**src/rtl/frame_readout_pkg.sv**
```systemverilog
// Shared types and default constants for the frame readout controller.
package frame_readout_pkg;

    localparam int         FRAME_WORDS_DEF = 8;
    localparam logic [7:0] SYNC_BYTE_DEF   = 8'hA6;
    localparam int         TIMEOUT_DEF     = 15;

    typedef enum logic [2:0] {
        IDLE,
        HDR,
        REQ,
        WAIT,
        LO,
        HI,
        FLUSH
    } state_e;

endpackage

```
**src/rtl/frame_readout_ctl.sv**
```systemverilog
// Pulls 16-bit words from an upstream frame buffer and serialises them as a
// sync byte followed by little-endian byte pairs; overflows flush the frame.
module frame_readout_ctl
    import frame_readout_pkg::*;
#(
    parameter int         FRAME_WORDS = FRAME_WORDS_DEF,
    parameter logic [7:0] SYNC_BYTE   = SYNC_BYTE_DEF,
    parameter int         TIMEOUT     = TIMEOUT_DEF
) (
    input  logic        clk,
    input  logic        rst,
    input  logic        FrameReady,
    input  logic        DataReady,
    input  logic [15:0] DataVal,
    input  logic        DataOverf,
    output logic        DataNext,
    output logic        DataFrameReset,
    output logic [7:0]  TxByte,
    output logic        TxValid,
    input  logic        TxReady,
    output logic [7:0]  LostFrames,
    output logic        Busy,
    output state_e      dbg_state_o
);

    localparam logic [7:0] LAST_WORD  = 8'(FRAME_WORDS - 1);
    localparam logic [7:0] TIMER_LAST = 8'(TIMEOUT - 1);

    // Downstream handshake: a byte transfers on a rising edge where TxValid and
    // TxReady are both high; once TxValid rises, TxByte/TxValid hold until then.

    state_e      state_q, state_d;
    logic [7:0]  cnt_q, cnt_d;
    logic [7:0]  timer_q, timer_d;
    logic [15:0] hold_q, hold_d;
    logic        pend_q, pend_d;
    logic [7:0]  lost_q, lost_d;

    logic        tx_valid_q, tx_valid_d;
    logic [7:0]  tx_byte_q, tx_byte_d;
    logic        data_next_q, data_next_d;
    logic        frame_rst_q, frame_rst_d;
    logic        busy_q, busy_d;
    logic        overf_eff;

    always_ff @(posedge clk) begin
        if (rst) begin
            state_q     <= IDLE;
            cnt_q       <= '0;
            timer_q     <= '0;
            hold_q      <= '0;
            pend_q      <= 1'b0;
            lost_q      <= '0;
            tx_valid_q  <= 1'b0;
            tx_byte_q   <= '0;
            data_next_q <= 1'b0;
            frame_rst_q <= 1'b0;
            busy_q      <= 1'b0;
        end else begin
            state_q     <= state_d;
            cnt_q       <= cnt_d;
            timer_q     <= timer_d;
            hold_q      <= hold_d;
            pend_q      <= pend_d;
            lost_q      <= lost_d;
            tx_valid_q  <= tx_valid_d;
            tx_byte_q   <= tx_byte_d;
            data_next_q <= data_next_d;
            frame_rst_q <= frame_rst_d;
            busy_q      <= busy_d;
        end
    end

    always_comb begin
        state_d   = state_q;
        cnt_d     = cnt_q;
        timer_d   = timer_q;
        hold_d    = hold_q;
        pend_d    = pend_q;
        lost_d    = lost_q;
        // An overflow seen during a byte may only act once that byte is taken.
        overf_eff = pend_q | DataOverf;
        case (state_q)
            IDLE: begin
                if (DataOverf) state_d = FLUSH;
                else if (FrameReady) state_d = HDR;
            end
            HDR, LO: begin
                if (TxReady) begin
                    pend_d  = 1'b0;
                    state_d = overf_eff ? FLUSH : ((state_q == HDR) ? REQ : HI);
                end else if (DataOverf) begin
                    pend_d = 1'b1;
                end
            end
            HI: begin
                if (TxReady) begin
                    pend_d = 1'b0;
                    if (overf_eff) begin
                        state_d = FLUSH;
                    end else if (cnt_q == LAST_WORD) begin
                        cnt_d   = '0;
                        state_d = IDLE;
                    end else begin
                        cnt_d   = cnt_q + 8'd1;
                        state_d = REQ;
                    end
                end else if (DataOverf) begin
                    pend_d = 1'b1;
                end
            end
            REQ: begin
                timer_d = '0;
                state_d = DataOverf ? FLUSH : WAIT;
            end
            WAIT: begin
                if (DataOverf) begin
                    state_d = FLUSH;
                end else if (DataReady) begin
                    hold_d  = DataVal;
                    state_d = LO;
                end else begin
                    timer_d = timer_q + 8'd1;
                    if (timer_q == TIMER_LAST) state_d = FLUSH;
                end
            end
            FLUSH: begin
                lost_d  = (lost_q == 8'hFF) ? lost_q : lost_q + 8'd1;
                cnt_d   = '0;
                timer_d = '0;
                pend_d  = 1'b0;
                state_d = IDLE;
            end
            default: state_d = IDLE;
        endcase
    end

    // Outputs are decoded from the next state so they register alongside it.
    always_comb begin
        tx_valid_d  = 1'b0;
        tx_byte_d   = '0;
        data_next_d = 1'b0;
        frame_rst_d = 1'b0;
        busy_d      = (state_d != IDLE);
        case (state_d)
            HDR: begin
                tx_valid_d = 1'b1;
                tx_byte_d  = SYNC_BYTE;
            end
            LO: begin
                tx_valid_d = 1'b1;
                tx_byte_d  = hold_d[7:0];
            end
            HI: begin
                tx_valid_d = 1'b1;
                tx_byte_d  = hold_d[15:8];
            end
            REQ:     data_next_d = 1'b1;
            FLUSH:   frame_rst_d = 1'b1;
            default: ;
        endcase
    end

    assign TxValid        = tx_valid_q;
    assign TxByte         = tx_byte_q;
    assign DataNext       = data_next_q;
    assign DataFrameReset = frame_rst_q;
    assign Busy           = busy_q;
    assign LostFrames     = lost_q;
    assign dbg_state_o    = state_q;

endmodule

```
**config.mk**
```make
export PLATFORM = sky130hd
export DESIGN_NAME = frame_readout_ctl
export DESIGN_NICKNAME = d
export VERILOG_FILES = /design/src/rtl/frame_readout_pkg.sv /design/src/rtl/frame_readout_ctl.sv
export SDC_FILE = /design/constraint.sdc
export NUM_CORES = 1
export LEC_CHECK = 0
export CORE_ASPECT_RATIO = 0.7
export CORE_MARGIN = 2
export CORE_UTILIZATION = 38
export CTS_CLUSTER_DIAMETER = 100
export DETAILED_ROUTE_END_ITERATION = 6
export PLACE_DENSITY = 0.62
export SLEW_MARGIN = 20
export SYNTH_ARGS = -nofsm -noshare
export SYNTH_HDL_FRONTEND = slang
export SYNTH_SLANG_ARGS = --single-unit
```
**constraint.sdc**
```tcl
create_clock -name clk -period 2.15 [get_ports clk]
set_input_delay 0.43 -clock clk [delete_from_list [all_inputs] [get_ports clk]]
set_output_delay 0.43 -clock clk [all_outputs]
set_load 0.01 [all_outputs]
```
Yosys cells after proc, flatten, opt, wreduce, memory -nomap -nowiden
Index checks and enable logic that the tools add are counted.

Flip-flop bits (word level): 56. Word-level logic and storage cells: 78. Input bits: 22. Output and inout bits: 23.

Reduce and logical (&&, ||, !) cells: 13. Bitwise logic cells: 2. Equal/unequal tests: 19. Multiplexer cells: 30. Add/sub/neg operators: 3.

Operators by type and width (number): $mux 16 (3); $mux 8 (5); $mux 3 (11); $pmux 8 s2 (2); $add 8x1->8 const B (3); $pmux 8 s3 (1); $eq 3x3->1 const B (6); $pmux 3 s5 (1); $eq 3x2->1 const B (3); $eq 8x3->1 const B (1); $eq 8x4->1 const B (1); $eq 8x8->1 const B (1); $ne 2x2->1 const B (4); $eq 3x1->1 const B (2); $reduce_and 3->1 (2); $reduce_bool 2->1 (3); $reduce_or 3->1 (2); $mux 1 (5); $reduce_and 2->1 (2); $reduce_or 2->1 (2); $logic_not 3->1 (1); $ne 3x1->1 const B (1); $reduce_bool 3->1 (1); $mux 2 (1); 3 further kinds (3).

Depth between registers and ports, before layout
Gate-level depths: netlist of run 1.

Depth after elaboration: 8. Gate-level depth with buffers: 8. Depth with buffers taken out: 7.

Least setup slack after synthesis of run 1
OpenSTA, ideal clock, no wires.

Kind: input-to-reg. From: input rst. To: register tx_byte_q[6], in the netlist TxByte[6]. Setup slack: 0.262 ns. Required time: 2.071 ns. Path buffers: 1. Data arrival time: 1.809 ns. Library setup time: 0.079 ns. Stages: 6. Path through: clkbuf_1 or4b_1 o32ai_2 o21ba_2 or2_4 a211oi_2.

RTL lines: from (decl) (RTL line frame_readout_ctl.sv:11) `input logic rst,`; to (signal assigned) (RTL line frame_readout_ctl.sv:67) `tx_byte_q <= tx_byte_d;`; to (decl) (RTL line frame_readout_ctl.sv:40) `logic [7:0] tx_byte_q, tx_byte_d;`.

Worst setup path after layout of run 1
From: register cnt_q[1]. To: register tx_byte_q[2], in the netlist TxByte[2].

Longest elaborated chain between the ends: 7. Elaborated cells on any way between the ends: 9. Those cells by class: 4 x eq/ne; 5 x mux.

RTL lines: from (decl) (RTL line frame_readout_ctl.sv:33) `logic [7:0] cnt_q, cnt_d;`; from (signal assigned) (RTL line frame_readout_ctl.sv:61) `cnt_q <= cnt_d;`; $eq 8x3->1 * (RTL line frame_readout_ctl.sv:101) `end else if (cnt_q == LAST_WORD) begin`; $mux 2 * (RTL line frame_readout_ctl.sv:101); $mux 3 * (RTL line frame_readout_ctl.sv:99) `if (overf_eff) begin`; $mux 3 * (RTL line frame_readout_ctl.sv:97) `if (TxReady) begin`; $pmux 3 s5 * (RTL line frame_readout_ctl.sv:83) `case (state_q)`; $eq 3x3->1 / $eq 3x1->1 (equally long branches) (RTL line frame_readout_ctl.sv:145) `case (state_d)`; $pmux 8 s3 * (RTL line frame_readout_ctl.sv:145).

Every way passes the cells marked *; elsewhere a longest branch is shown, timed or not. A chain may end at the register's enable or synchronous reset.

==> flow_summary_export.csv, run 1 <==
group,metric,value,unit
clock_network,cts_buffers,5,
layout,stdcell_count,417,
die,io_pins,45,
logic_synthesis,synth_fp_nets,291,
logic_synthesis,syn_avg_cell_area,9.43,um^2
clock_network,path_clk_slew,100,ps
grt,overflow,0,
pwr,total_power,2.14,mW
timing,final.period_utilization,0.977,
die,initial_core_util,0.396,
logic_synthesis,async_reset_ff_frac,0,
drt,drt-wirelength-per-cell,13.3,um
timing,max_freq,476,MHz
logic_synthesis,synth.distinct_cells,52,
timing,finalHoldViolCount,0,
clock_network,cts_sinks,56,
logic_synthesis,netlist.area_leader.share,0.449,
critical_path,cp-start-kind,"register",
layout,layout_common_cells,"53 x dfxtp_1, 44 x clkdlybuf4s50_1, 42 x nor2_1",
pwr,p_leak,1.19,nW
drt,ant_nets,0,
critical_path,path_max_fanout,4,
critical_path,critical_path.endpoint_type,"register",
layout,num_antenna_cells,0,
logic_synthesis,yosysTopAreaCell,"dfxtp_1",
clock_network,clockBufferDepth,2,
logic_synthesis,syn_inst,265,
drt,num_vias,2090,
grt,grt_max_degree,34,
logic_synthesis,synth_area_leaders,"dfxtp_1 45%, mux2i_1 7.2%, nor2_1 6.3%",
drt,drc_errors,0,
layout,finalNetCount,364,
die,fp-row-count,24,
layout,multi_input_area,1330,um^2
pwr,ir_drop,0.326,mV
timing,slew_headroom,0.718,
timing,rsz0062_at_grt,"true",
layout,seq_area,1120,um^2
placement,gp_congestion,0.822,
flow_run,maxCapViolations,0,
placement,place_hpwl,4.11,mm
timing,setup_viol,0,
layout,drive_gt1_frac,0.195,
timing,clock_skew,9.64,ps
pwr,powerDensity,636,nW/um^2
die,die_h,71.8,um
critical_path,path_class,"reg -> reg",
logic_synthesis,synth_warnings,0,
grt,grt_busiest_layer,"met1",
worst_hold_path,min-delay-path-class,"reg -> reg",
critical_path,cp.required,2370,ps
placement,port_buffers,44,
grt,grt_use_met3,0.0361,
critical_path,arrival,2320,ps
clock_network,clock_latency,310,ps
clock_network,clk_root_buffer_cell,"clkbuf_8",
grt,antenna_found_initial,0,
placement,placed_cells,408,
logic_synthesis,synth_edf_count,0,
clock_network,cts_tree,"done",
logic_synthesis,ys_seq_area_frac,0.449,
logic_synthesis,ys_seq_elements,56,
layout,fillers,580,
grt,grt_first_pass_wirelength,9.33,mm
layout,final_common_cell,"dfxtp_1",
grt,grt_pass1_vias,1957,
timing,post-route-min-period,2100,ps
clock_network,hold_buffers,0,
clock_network,h-tree-depth,2,
die,core,6310,um^2
drt,via_per_inst,5.01,
logic_synthesis,netlist_area,2500,um^2
timing,final_max_slew_viol_count,0,
layout,syn_to_final_growth,34.6,%
run_status,status,"complete, no violations",
die,die_x,101,um
drt,dr.pass1.iters,4,
drt,drt-initial-drc-count,62,
grt,met1_usage,0.249,
grt,gr-usage-all-layers,0.163,
logic_synthesis,ys.flop_type,"dfxtp_1",
die,die-area,7250,um^2
timing,tightestPinTransition,422,ps
grt,met2_usage,0.226,
drt,drt_wl_total,5.55,mm
==> timing repair <==
action / 4_1_cts / 5_1_grt
resized for setup: 0 / 8
setup endpoints to repair: 0 / 5
setup buffers: 0 / 1
==> layer usage <==
metal / part of all wire / vias to the layer above
li1: - / 1086
met1: 0.54 / 950
met2: 0.40 / 47
met3: 0.048 / 7
met4: 0.012 / 0
met5: 0 / -
==> layout make-up <==
type                            count  area share
Timing Repair Buffer               77       0.208
Sequential cell                    56       0.334
Tap cell                           78      0.0290
Clock inverter                      3     0.00670
Multi-Input combinational cell    192       0.394
Inverter                            6     0.00670
Clock buffer                        5      0.0205
==> state kept, by name, summed over array words and instances (netlist names) <==
| name | count |
|---|---|
| pend_q | 1 |
| DataNext | 1 |
| TxByte | 8 |
| hold_q | 16 |
| cnt_q | 8 |
| LostFrames | 8 |
| dbg_state_o | 3 |
| Busy | 1 |
| DataFrameReset | 1 |
| TxValid | 1 |
| timer_q | 8 |
==> where the power goes <==
| group | switching, mW | total [mW] | internal, mW |
|---|---|---|---|
| registers | 0.0346 | 1.11 | 1.07 |
| logic | 0.214 | 0.441 | 0.227 |
| clock network | 0.356 | 0.590 | 0.234 |
| total | 0.605 | 2.14 | 1.54 |
==> worst paths after layout <==
kind,start,to,slack [ps],cells past startpoint
worst max-delay path,cnt_q[1]$_SDFFE_PP0P_,TxByte[2]$_SDFF_PP0_,50,6
worst min-delay path,cnt_q[1]$_SDFFE_PP0P_,cnt_q[1]$_SDFFE_PP0P_,480,2
worst max register to register,cnt_q[1]$_SDFFE_PP0P_,TxByte[2]$_SDFF_PP0_,50,6
worst min register to register,cnt_q[1]$_SDFFE_PP0P_,cnt_q[1]$_SDFFE_PP0P_,480,2
==> cells by family after synthesis <==
| family | synth area share |
|---|---|
| muxes | 0.0856 |
| adders and majority gates | 0.0200 |
| and+or+nand+nor | 0.228 |
| AOI/OAI and AO/OA | 0.139 |
| xor gates and xnor gates | 0.0456 |
| buffers and inverters | 0.0330 |
| DFF | 0.449 |
==> critical path, stage by stage (launching register included) <==
cell	delay, ps
dfxtp_2	350
ha_2	180
or4b_4	500
o41a_1	470
o21ai_4	240
nand3_4	120
o32ai_1	150
==> Yosys cell counts, types with 2 or more instances <==
master and instances:
a211oi_1 2, a21oi_1 11, and2_1 3, and3_1 2, buf_1 2, buf_2 3
buf_6 2, clkbuf_1 4, dfxtp_1 56, ha_1 4, inv_1 6, mux2_2 3
mux2i_1 18, nand2_1 11, nand2b_1 3, nand3_1 12, nand4_1 3, nor2_1 42
nor2b_1 9, nor3b_1 2, o21ai_0 12, o22ai_1 2, o32ai_1 6, or3_1 8
xnor2_1 3, xor2_1 10
==> stage by stage <==
step	setup WS (ps)	setup TNS (ps)	util	cell area [um^2]	hold WS [ps]
finish	49.3	0	0.533	3360	483
global route	-31.1	-104	0.533	3360	515
CTS	31.0	0	0.527	3320	490
detailed placement	-230	-3570	0.513	3230	475
global placement	-189	-3380	0.513	3230	468
floorplan	262	0	-	2500	449
Power figures use the tool's default switching activity.
==> run 2: changes to the inputs <==
Settings changed: CORE_ASPECT_RATIO 0.7 to not set.
==> run 2 against run 1 <==
  * Hold slack improved by 6.5 ps
  * Non-clock buffer count decreased by 2
  * Global-route usage decreased by 1.4 points
  * Clock power decreased by 3.7%
  * Design area decreased by 1.2%
  * Fmax increased by 0.78%
  * Die area decreased by 0.14%
  * Combinational power increased by 2%
  * Sequential share of layout area increased by 0.34 points
  * Critical path type unchanged
  * Critical endpoint is now DataNext$_SDFF_PP0_
==> flow_summary_export.csv, run 2 (same netlist as run 1, synthesis figures left out) <==
group,metric,value,unit
layout,num_antenna_cells,0,
drt,ant_nets,0,
clock_network,hold_buffers,0,
layout,final_core_util,0.523,
drt,drt_wl_total,5.29,mm
critical_path,path_buf_inv,1,
critical_path,path_class,"reg -> reg",
die,initial_core_util,0.393,
pwr,ir_drop,0.360,mV
grt,grt_first_pass_wirelength,8.85,mm
placement,port_buffers,44,
timing,setup_viol,0,
die,core,6350,um^2
die,die_h,85.1,um
drt,drt-initial-drc-count,65,
critical_path,cp.required,2350,ps
timing,max_freq,480,MHz
worst_hold_path,min-delay-path-class,"reg -> reg",
grt,grt_pass1_vias,1989,
layout,syn_to_final_growth,32.9,%
placement,gp_congestion,0.820,
clock_network,h-tree-depth,2,
drt,dr.pass1.iters,4,
die,io_pins,45,
clock_network,clock_latency,300,ps
clock_network,clockBufferDepth,2,
layout,finalNetCount,362,
clock_network,path_clk_slew,100,ps
timing,tightestPinTransition,449,ps
pwr,total_power,2.12,mW
clock_network,cts_tree,"done",
flow_run,maxCapViolations,0,
critical_path,slowest_delay,500,ps
layout,largest_reg_flops,16,
timing,setup_slack,65.7,ps
drt,via_per_inst,5.00,
critical_path,cp-start-kind,"register",
clock_network,cts_sinks,56,
timing,clock_skew,8.14,ps
die,die-area,7240,um^2
pwr,powerDensity,638,nW/um^2
placement,place_hpwl,3.92,mm
critical_path,cp_top_family,"simple AND/OR/NAND/NOR gates",
critical_path,arrival,2290,ps
timing,post-route-min-period,2080,ps
layout,multi_input_area,1310,um^2
pwr,p_leak,1.18,nW
placement,pre_cts_slack,-210,ps
run_status,status,"complete, no violations",
clock_network,clk_root_buffer_cell,"clkbuf_8",
critical_path,path_max_fanout,3,
timing,slew_headroom,0.701,
critical_path,critical_path.endpoint_type,"register",
layout,fillers,584,
layout,top_register,"hold_q",
layout,final_common_cell,"dfxtp_1",
grt,antenna_found_initial,0,
layout,drive_gt1_frac,0.178,
grt,gr-usage-all-layers,0.149,
drt,num_vias,2072,
timing,finalHoldViolCount,0,
drt,drc_errors,0,
timing,final_max_slew_viol_count,0,
drt,drt-wirelength-per-cell,12.8,um
grt,overflow,0,
grt,grt_max_degree,34,
critical_path,slowest_stage,"or4b_4",
die,fp-row-count,29,
timing,tns,0,ps
timing,final.period_utilization,0.969,
layout,seq_area,1120,um^2
layout,layout_common_cells,"55 x dfxtp_1, 44 x clkdlybuf4s50_1, 42 x nor2_1",
clock_network,cts_buffers,5,
die,die_x,85.1,um
critical_path,path_cells,"ha_1 > or4b_4 > o41a_1 > o21ai_2 > buf_4 > nor2_1 > and2_1",
==> run 2: changes by cell type in the layout (fill, tap and decap cells not counted), sizes merged <==
| cell | before | now |
|---|---|---|
| buf | 33 | 31 |
| clkinv | 2 | 1 |
| clkinvlp | 0 | 1 |
==> run 2: layout make-up <==
cell class                 count  share of cell area
multi-input combinational    192               0.393
sequential                    56               0.338
timing repair buffer          75               0.206
tap                           77              0.0290
clock buffer                   5              0.0207
inverter                       6             0.00678
clock inverter                 3             0.00640
==> run 2: final timing paths <==
check,start,endpoint,slack (ps),depth (start not counted)
worst max-delay path,cnt_q[1]$_SDFFE_PP0P_,DataNext$_SDFF_PP0_,70,7
worst min-delay path,cnt_q[1]$_SDFFE_PP0P_,cnt_q[1]$_SDFFE_PP0P_,490,2
worst min register to register,cnt_q[1]$_SDFFE_PP0P_,cnt_q[1]$_SDFFE_PP0P_,490,2
worst max register to register,cnt_q[1]$_SDFFE_PP0P_,DataNext$_SDFF_PP0_,70,7
==> run 2: what timing repair did <==
| action | in CTS | in global routing |
|---|---|---|
| setup buffers | 0 | 2 |
| endpoints found under the setup margin | 0 | 4 |
| resized for setup | 0 | 2 |
| endpoints found under the hold margin | 0 | 0 |
==> run 2: power by group <==
group / total [mW] / switching, mW / internal [mW]
clock network: 0.568 / 0.336 / 0.232
registers: 1.10 / 0.0310 / 1.07
logic: 0.448 / 0.214 / 0.234
==> run 2: metrics by stage <==
stage / hold slack, ps / area, um^2 / instances
floorplan: 449 / 2500 / 265
global placement: 464 / 3210 / 404
detailed placement: 472 / 3210 / 404
CTS: 495 / 3300 / 412
global route: 513 / 3320 / 414
finish: 490 / 3320 / 414
==> run 2: metal layers <==
metal  global-route usage  routed length, um
met5                    0                  0
met2                0.241               2410
met1                0.198               2580
met3               0.0340                268
met4               0.0433                 36
==> run 2: tightest hold or removal path, cell delays in order (launching register included) <==
cell	delay, ps
dfxtp_1	340
nand2_1	60
a21oi_1	60
